**src/rtl/vedic_4bit_multi.sv**
```systemverilog
// vedic_4bit_multi: registered 4x4 unsigned multiplier on the Vedic Urdhva-Tiryagbhyam structure.
// Define VEDIC_INPUT_REG_EN to add an operand register stage (latency 2 instead of 1).
module vedic_4bit_multi (
    input  logic       clk,
    input  logic       rst,
    input  logic [3:0] a,
    input  logic [3:0] b,
    input  logic       in_valid,
    output logic [7:0] p,
    output logic       out_valid
);

    // Returns {carry, sum}.
    function automatic logic [1:0] half_add(input logic x, input logic y);
        return {x & y, x ^ y};
    endfunction

    function automatic logic [3:0] vedic_2x2(input logic [1:0] x, input logic [1:0] y);
        logic [1:0] ha_lo;
        logic [1:0] ha_hi;
        ha_lo = half_add(x[1] & y[0], x[0] & y[1]);
        ha_hi = half_add(x[1] & y[1], ha_lo[1]);
        return {ha_hi, ha_lo[0], x[0] & y[0]};
    endfunction

    // Ripple-carry chain of full adders; the final carry is never needed since the product fits in 8 bits.
    function automatic logic [5:0] rca6(input logic [5:0] x, input logic [5:0] y);
        logic [5:0] sum;
        logic       carry;
        carry = 1'b0;
        for (int i = 0; i < 6; i++) begin
            sum[i] = x[i] ^ y[i] ^ carry;
            carry  = (x[i] & y[i]) | (carry & (x[i] ^ y[i]));
        end
        return sum;
    endfunction

    logic [3:0] mult_a;
    logic [3:0] mult_b;
    logic       mult_valid;

`ifdef VEDIC_INPUT_REG_EN
    logic [3:0] a_q;
    logic [3:0] b_q;
    logic       valid_q;

    always_ff @(posedge clk or posedge rst) begin
        if (rst) begin
            a_q     <= 4'h0;
            b_q     <= 4'h0;
            valid_q <= 1'b0;
        end else begin
            a_q     <= a;
            b_q     <= b;
            valid_q <= in_valid;
        end
    end

    assign mult_a     = a_q;
    assign mult_b     = b_q;
    assign mult_valid = valid_q;
`else
    assign mult_a     = a;
    assign mult_b     = b;
    assign mult_valid = in_valid;
`endif

    logic [3:0] q0;
    logic [3:0] q1;
    logic [3:0] q2;
    logic [3:0] q3;
    logic [5:0] s1;
    logic [5:0] s2;
    logic [5:0] s3;
    logic [7:0] product;

    assign q0 = vedic_2x2(mult_a[1:0], mult_b[1:0]);
    assign q1 = vedic_2x2(mult_a[3:2], mult_b[1:0]);
    assign q2 = vedic_2x2(mult_a[1:0], mult_b[3:2]);
    assign q3 = vedic_2x2(mult_a[3:2], mult_b[3:2]);

    // Cross terms are weighted by 4, q3 by 16, q0 low bits pass straight through.
    assign s1      = rca6({2'b00, q1}, {2'b00, q2});
    assign s2      = rca6(s1, {4'b0000, q0[3:2]});
    assign s3      = rca6({q3, 2'b00}, s2);
    assign product = {s3, q0[1:0]};

    always_ff @(posedge clk or posedge rst) begin
        if (rst) begin
            p         <= 8'h00;
            out_valid <= 1'b0;
        end else begin
            p         <= product;
            out_valid <= mult_valid;
        end
    end

endmodule

```
**config.mk**
```make
export PLATFORM = sky130hd
export DESIGN_NAME = vedic_4bit_multi
export DESIGN_NICKNAME = d
export VERILOG_FILES = /design/src/rtl/vedic_4bit_multi.sv
export SDC_FILE = /design/constraint.sdc
export NUM_CORES = 1
export LEC_CHECK = 0
export ABC_AREA = 1
export ABC_CLOCK_PERIOD_IN_PS = 800
export CAP_MARGIN = 25
export CORE_ASPECT_RATIO = 0.8
export CORE_MARGIN = 8
export CORE_UTILIZATION = 42
export CTS_CLUSTER_DIAMETER = 50
export DETAILED_ROUTE_END_ITERATION = 12
export PLACE_DENSITY = 0.75
export SYNTH_ARGS = -nofsm -noshare
export SYNTH_HDL_FRONTEND = slang
export SYNTH_SLANG_ARGS = --single-unit
```
**constraint.sdc**
```tcl
create_clock -name clk -period 0.8 [get_ports clk]
set_input_delay 0.16 -clock clk [delete_from_list [all_inputs] [get_ports clk]]
set_output_delay 0.16 -clock clk [all_outputs]
set_load 0.05 [all_outputs]
```
# Yosys cells after proc, flatten, opt, wreduce, memory -nomap -nowiden
# Cells that the tools add are included.
# word_totals
wordCells,78
regBits,9
romBits,0
mem_count,0
latch_bits,0
ramBits,0
in_bits,11
out_inout_bits,9
# op_classes
reduce_logical,0
eq_ne,0
muxes,0
magnitude_cmp,0
n_bitwise,76
div_mod_pow,0
add_sub_neg,0
n_shift,0
multipliers,0
# ops
cell,n
1-bit bitwise AND,42
1-bit bitwise XOR,28
1-bit bitwise OR,6

# Logic depth before layout (Yosys ltp)
# Gate-level depths: netlist of run 1.
# depth
depth_word,15
mapped_depth,16
mapped_depth_nobuf,16

# Worst setup path after synthesis of run 1
# OpenSTA, ideal clock, no wires.
# synth_path
path_type,input -> register
start,in a[3]
end,reg p[7]
setup_slack_ns,-2.220
setup_ns,0.118
arrival_time_ns,2.903
t_required_ns,0.682
cell_stages,15
path_buffers,0
path_cell_list,nand2_1 -> inv_1 -> ha_1 -> inv_1 -> fa_1 -> inv_1 -> fa_1 -> inv_1 -> fa_1 -> inv_1 -> ha_1 -> fa_1 -> fa_1 -> nand3_1 -> nand2_1
# synth_between
elab_chain_len,15
elab_cells_between_ends,48
# synth_rtl
item,line_no,text
start: declaration,6,"input logic [3:0] a,"
1-bit bitwise AND,21,"ha_lo = half_add(x[1] & y[0], x[0] & y[1]);"
1-bit bitwise XOR,15,"return {x & y, x ^ y};"
1-bit bitwise XOR,"32, 33",
1-bit bitwise AND / 1-bit bitwise XOR (equally long branches),"33, 32",
1-bit bitwise OR / 1-bit bitwise XOR (equally long branches),33,carry = (x[i] & y[i]) | (carry & (x[i] ^ y[i]));
1-bit bitwise AND,33,
1-bit bitwise OR,33,
1-bit bitwise XOR / 1-bit bitwise AND (equally long branches),"32, 33",
1-bit bitwise XOR,32,sum[i] = x[i] ^ y[i] ^ carry;
1-bit bitwise XOR,33,
1-bit bitwise AND,33,
1-bit bitwise OR,33,
1-bit bitwise AND,33,
1-bit bitwise OR,33,
1-bit bitwise XOR *,32,
named net product[7],75,logic [7:0] product;
end signal: assignment,93,p <= product;
end: declaration,9,"output logic [7:0] p,"
# The timed path passes the listed nets; every way through them passes the cells marked *.

# Worst setup path in the final report of run 1
# layout_path
start,in a[0]
end,reg p[7]
# Same word-level chain as after synthesis.

==> impl_metrics.toml, run 1 <==
[logic_synthesis]
ys_top_cells_by_area = "dfrtp_1 (31%), ha_1 (24%), fa_1 (17%), inv_1 (16%), nand2_1 (11%)"
synth_area_um2 = 722
ys_types = 6
ys_warn_count = 0
synth.top_cell.area_share_pct = 31.2
yosys_register_bits = 9
synth.yosys.seq_area_share_pct = 31.2
synthCells = 82
syn_nets = 113
yosysTopAreaCell = "dfrtp_1"
syn_area_per_cell_um2 = 8.80

[floorplan]
num_rows = 13
dieArea_um2 = 3310
initial_utilization_pct = 44.4
die_w_um = 62.4
fp.dieH_um = 53.1
core-area_um2 = 1630
ios = 20

[route]
drt_iter0_drc = 12
num_vias = 632
drcViolationCount = 0
dr.pass1.iters = 4
postRouteAntennaNets = 0
routed_wl_um = 2060
viasPerCell = 4.65
avgRoutedWirePerCell_um = 15.1

[timing]
min_period_ns = 2.72
final-setup-viol-count = 15
rsz0062_at_grt = "true"
slew_headroom_pct = 77.3
fin_crit_sh_pct = 340
max_freq_ghz = 0.368
hold_viol_final = 0
setup_slack_ns = -1.92
drv_slew = 0
worstMarginPinSlew_ns = 0.340

[cells_and_area]
drive_gt1_share_pct = 57.9
fin_nets = 146
syn_to_final_growth_pct = 80.6
nFillCells = 91
diodes = 0
stdcell_count = 136
final_cell_mix = "nand2_1 (15), inv_1 (15), inv_2 (14), dfrtp_1 (9), buf_12 (9)"

[clock_network]
cts_tree = "built"
clockBufferDepth = 2
cts_buffers = 3
cts.clk_slew.worst_paths_ns = 0.06
cts_htree_levels = 1
cts.sinks = 9
postCtsHoldBufs = 0
root_buffer = "clkbuf_4"

[worst_setup_path]
cpMaxStageDelayCell = "fa_1"
path_class = "input port to flip-flop"
slowest_delay_ns = 0.51
cp.required_ns = 0.99
cp-start-kind = "input port"
worstPathCellList = "buf_8 > nand2_4 > inv_4 > ha_4 > inv_2 > fa_2 > inv_2 > fa_2 > inv_2 > fa_1 > inv_2 > ha_4 > fa_2 > fa_2 > inv_2 > nand3_2 > nand2_1"
cp-end-kind = "flip-flop"
crit_top_cell = "inv_2"
crit_fanout = 3
cp.arrival_ns = 2.91

[place]
hpwl_um = 1450
preCtsSetupSlack_ns = -2.65
gp_congestion = 0.857
portBuffers = 19
dpl.cell_count = 131

[power]
leakagePower_nw = 0.704
switching_share_pct = 38.1
p_switching_mw = 0.807
power_frac_clock_pct = 16.6
p_int_mw = 1.31
seqPwrFrac_pct = 28.7
ir_worst_vdd_mv = 1.11
pwr-share-comb_pct = 54.7
p_per_area_nw_per_um2 = 1630

[grt]
grt_pass1_wl_um = 3390
antenna_found_initial = 0
overflow = 0
grt_usage_pct = 13.8
grt_max_degree = 10
grt_pass1_vias = 691

[run_status]
status = "finished with violations"
failed_checks = "setup timing"

[worst_hold_path]
min_path_type = "input port to async pin"

[flow_run]
drv_cap = 0
what timing repair did:
| item | in CTS | in global routing |
|---|---|---|
| resized for setup | 61 | 4 |
| pin swaps | 17 | 15 |
| hold endpoints to repair | 0 | 0 |
| setup endpoints to repair | 16 | 15 |
| setup buffers | 0 | 1 |
final cells by class:
class	count	area, µm²	area share (%)
Clock buffer	4	26.3	2.02
Inverter	30	115	8.83
Multi-Input combinational cell	43	544	41.7
Sequential cell	9	225	17.3
Tap cell	22	27.5	2.11
Timing Repair Buffer	28	365	28.0
critical path: cells and delay by family:
kind	cells	cell delay (ns)
fa+ha+maj	7	2.19
simple gates	3	0.19
buf+inv	7	0.37
stage by stage:
step	total power [mW]	hold WS [ns]	TNS, ns	utilization (%)	area [µm²]
floorplan	1.13	-0.0121	-7.90	-	815
finish	2.12	0.173	-8.97	80.2	1300
CTS	2.09	0.185	-9.04	79.0	1280
detailed placement	1.71	0.447	-12.69	72.7	1180
global placement	1.68	0.425	-12.36	72.7	1180
global route	2.21	0.218	-9.38	80.2	1300
cell usage after synthesis, drive strengths merged:
library cell / number
ha: 14
fa: 6
nand3: 2
dfrtp: 9
nand2: 21
inv: 30
path summary, 6_finish.rpt:
check	startpoint	endpoint	slack, ns
hold / removal	rst	p[2]	0.17
setup / recovery	a[0]	p[7]	-1.92
min in group clk	b[0]	p[0]	0.22
max in group asynchronous	rst	out_valid	0.37
state kept, by name, indices dropped and copies added, names as in the netlist:
| name | flops |
|---|---|
| p | 8 |
| out_valid | 1 |
logic make-up after synthesis:
kind of cell | Yosys count | share of synthesized area, %
DFF | 9 | 31.2
buffers and inverters | 30 | 15.6
adders and majority gates | 20 | 40.9
and+or+nand+nor | 23 | 12.3
power by group through the flow:
stage	Sequential (mW)	Combinational (mW)	Clock (mW)
after floorplan	0.875	0.251	0
after global placement	0.614	1.07	0
after detailed placement	0.616	1.09	0
after CTS	0.610	1.14	0.333
after global routing	0.616	1.22	0.374
final	0.608	1.16	0.351
per-layer routing:
layer	track usage, %	wire, µm
met1	14.3	781
met2	25.0	1060
met3	4.42	148
met4	7.92	64
met5	0	0
Power figures use the tool's default switching activity.
==> run 2: changes to the inputs <==
- REMOVE_ABC_BUFFERS: unset -> 1
==> impl_metrics.toml, run 2 (synthesized netlist as in run 1, its figures left out) <==
[cells_and_area]
final_common_cell = "inv_1"
diodes = 0
drive_gt1_share_pct = 54.5
fin_util_pct = 78.5
syn_to_final_growth_pct = 76.8
largestRegisters = "p x8, out_valid x1"
largest_register_ffs = 8
fin_nets = 144
final_cell_mix = "inv_1 (17), nand2_1 (15), inv_2 (13), dfrtp_1 (9), buf_12 (9)"
top_register = "p"

[timing]
rsz0062_at_grt = "true"
final-setup-viol-count = 15
max_freq_ghz = 0.353
slew_headroom_pct = 79.8
setup_slack_ns = -2.03
worstMarginPinSlew_ns = 0.302
drv_slew = 0
hold_viol_final = 0
hold_slack_ns = 0.165
min_period_ns = 2.83
fin_crit_sh_pct = 354

[grt]
antenna_found_initial = 0
grt_pass1_vias = 674
grt_usage_pct = 11.6
overflow = 0
grt_max_degree = 10
grt_pass1_wl_um = 3030

[place]
hpwl_um = 1290
preCtsSetupSlack_ns = -2.92
gp_congestion = 0.761
portBuffers = 19

[floorplan]
dieArea_um2 = 3310
die_w_um = 62.4
num_rows = 13
core-area_um2 = 1630
ios = 20
initial_utilization_pct = 44.4
fp.dieH_um = 53.1

[worst_setup_path]
cp.required_ns = 0.98
slowest_delay_ns = 0.54
worstPathCellList = "buf_8 > nand2_2 > inv_2 > ha_4 > inv_2 > fa_2 > inv_2 > fa_2 > inv_2 > fa_1 > inv_2 > ha_4 > fa_2 > fa_2"
cp-end-kind = "flip-flop"
cp-start-kind = "input port"
path_class = "input port to flip-flop"
crit_fanout = 3
cp.arrival_ns = 3.01
cpMaxStageDelayCell = "fa_2"
crit_top_cell = "inv_2"

[clock_network]
cts_tree = "built"
cts_buffers = 3
root_buffer = "clkbuf_4"
cts.clk_slew.worst_paths_ns = 0.06
postCtsHoldBufs = 0
cts_htree_levels = 1
cts.sinks = 9
clockBufferDepth = 2

[route]
avgRoutedWirePerCell_um = 13.8
viasPerCell = 4.46
dr.pass1.iters = 4
drt_iter0_drc = 8
routed_wl_um = 1850
postRouteAntennaNets = 0
num_vias = 598
drcViolationCount = 0

[power]
p_per_area_nw_per_um2 = 1630
ir_worst_vdd_mv = 1.26
leakagePower_nw = 0.687

[flow_run]
drv_cap = 0

[run_status]
failed_checks = "setup timing"
status = "finished with violations"

[worst_hold_path]
min_path_type = "input port to async pin"
==> run 2: power breakdown <==
group          total, mW  internal [mW]  switching (mW)
sequential         0.608          0.541          0.0674
clock              0.329          0.191           0.138
combinational       1.15          0.569           0.580
==> run 2: stage by stage <==
| stage | cell area, µm² | setup TNS [ns] | std cells | power (mW) |
|---|---|---|---|---|
| detailed placement | 1080 | -13.32 | 130 | 1.61 |
| global route | 1280 | -9.77 | 134 | 2.20 |
| finish | 1280 | -9.29 | 134 | 2.09 |
| global placement | 1080 | -12.82 | 130 | 1.57 |
| CTS | 1230 | -9.11 | 134 | 2.02 |
| floorplan | 722 | -8.67 | 82 | 1.04 |
==> run 2: routing by layer <==
metal  wire (µm)  GRT usage (%)
met1         767           12.1
met4           4           4.91
met5           0              0
met2         958           20.8
met3         118           4.84
==> run 2: worst max-delay path by stage <==
| stage | startpoint | end | slack, ns | cells after the start |
|---|---|---|---|---|
| floorplan | a[3] | p[7] | -2.22 | 15 |
| global placement | a[2] | p[7] | -2.82 | 16 |
| detailed placement | a[2] | p[7] | -2.92 | 16 |
| CTS | a[0] | p[7] | -2.00 | 17 |
| global route | b[0] | p[7] | -2.10 | 16 |
| finish | b[0] | p[6] | -2.03 | 14 |
==> run 2: what timing repair did <==
item / in CTS / in global routing
endpoints found under the setup margin: 16 / 15
resized for setup: 70 / 12
buffers inserted: 0 / 1
pin swaps: 21 / 12
gates cloned: 0 / 0
==> run 2: critical path: cells and delay by family <==
family | cells | cell delay, ns
buffers and inverters | 6 | 0.34
adders and majority gates | 7 | 2.43
and+or+nand+nor | 1 | 0.06
==> run 2: area by class of cell <==
cell class,instances,area [µm²]
Clock buffer,4,26.3
Multi-Input combinational cell,43,527
Fill cell,87,350
Inverter,30,113
Timing Repair Buffer,26,358
Tap cell,22,27.5
Sequential cell,9,225
==> run 3: changes to the inputs <==
- ABC_CLOCK_PERIOD_IN_PS: 800 -> unset
- RECOVER_POWER: unset -> 25
==> results of run 3 <==
Final layout, timing and power as in run 2 (identical DEF).
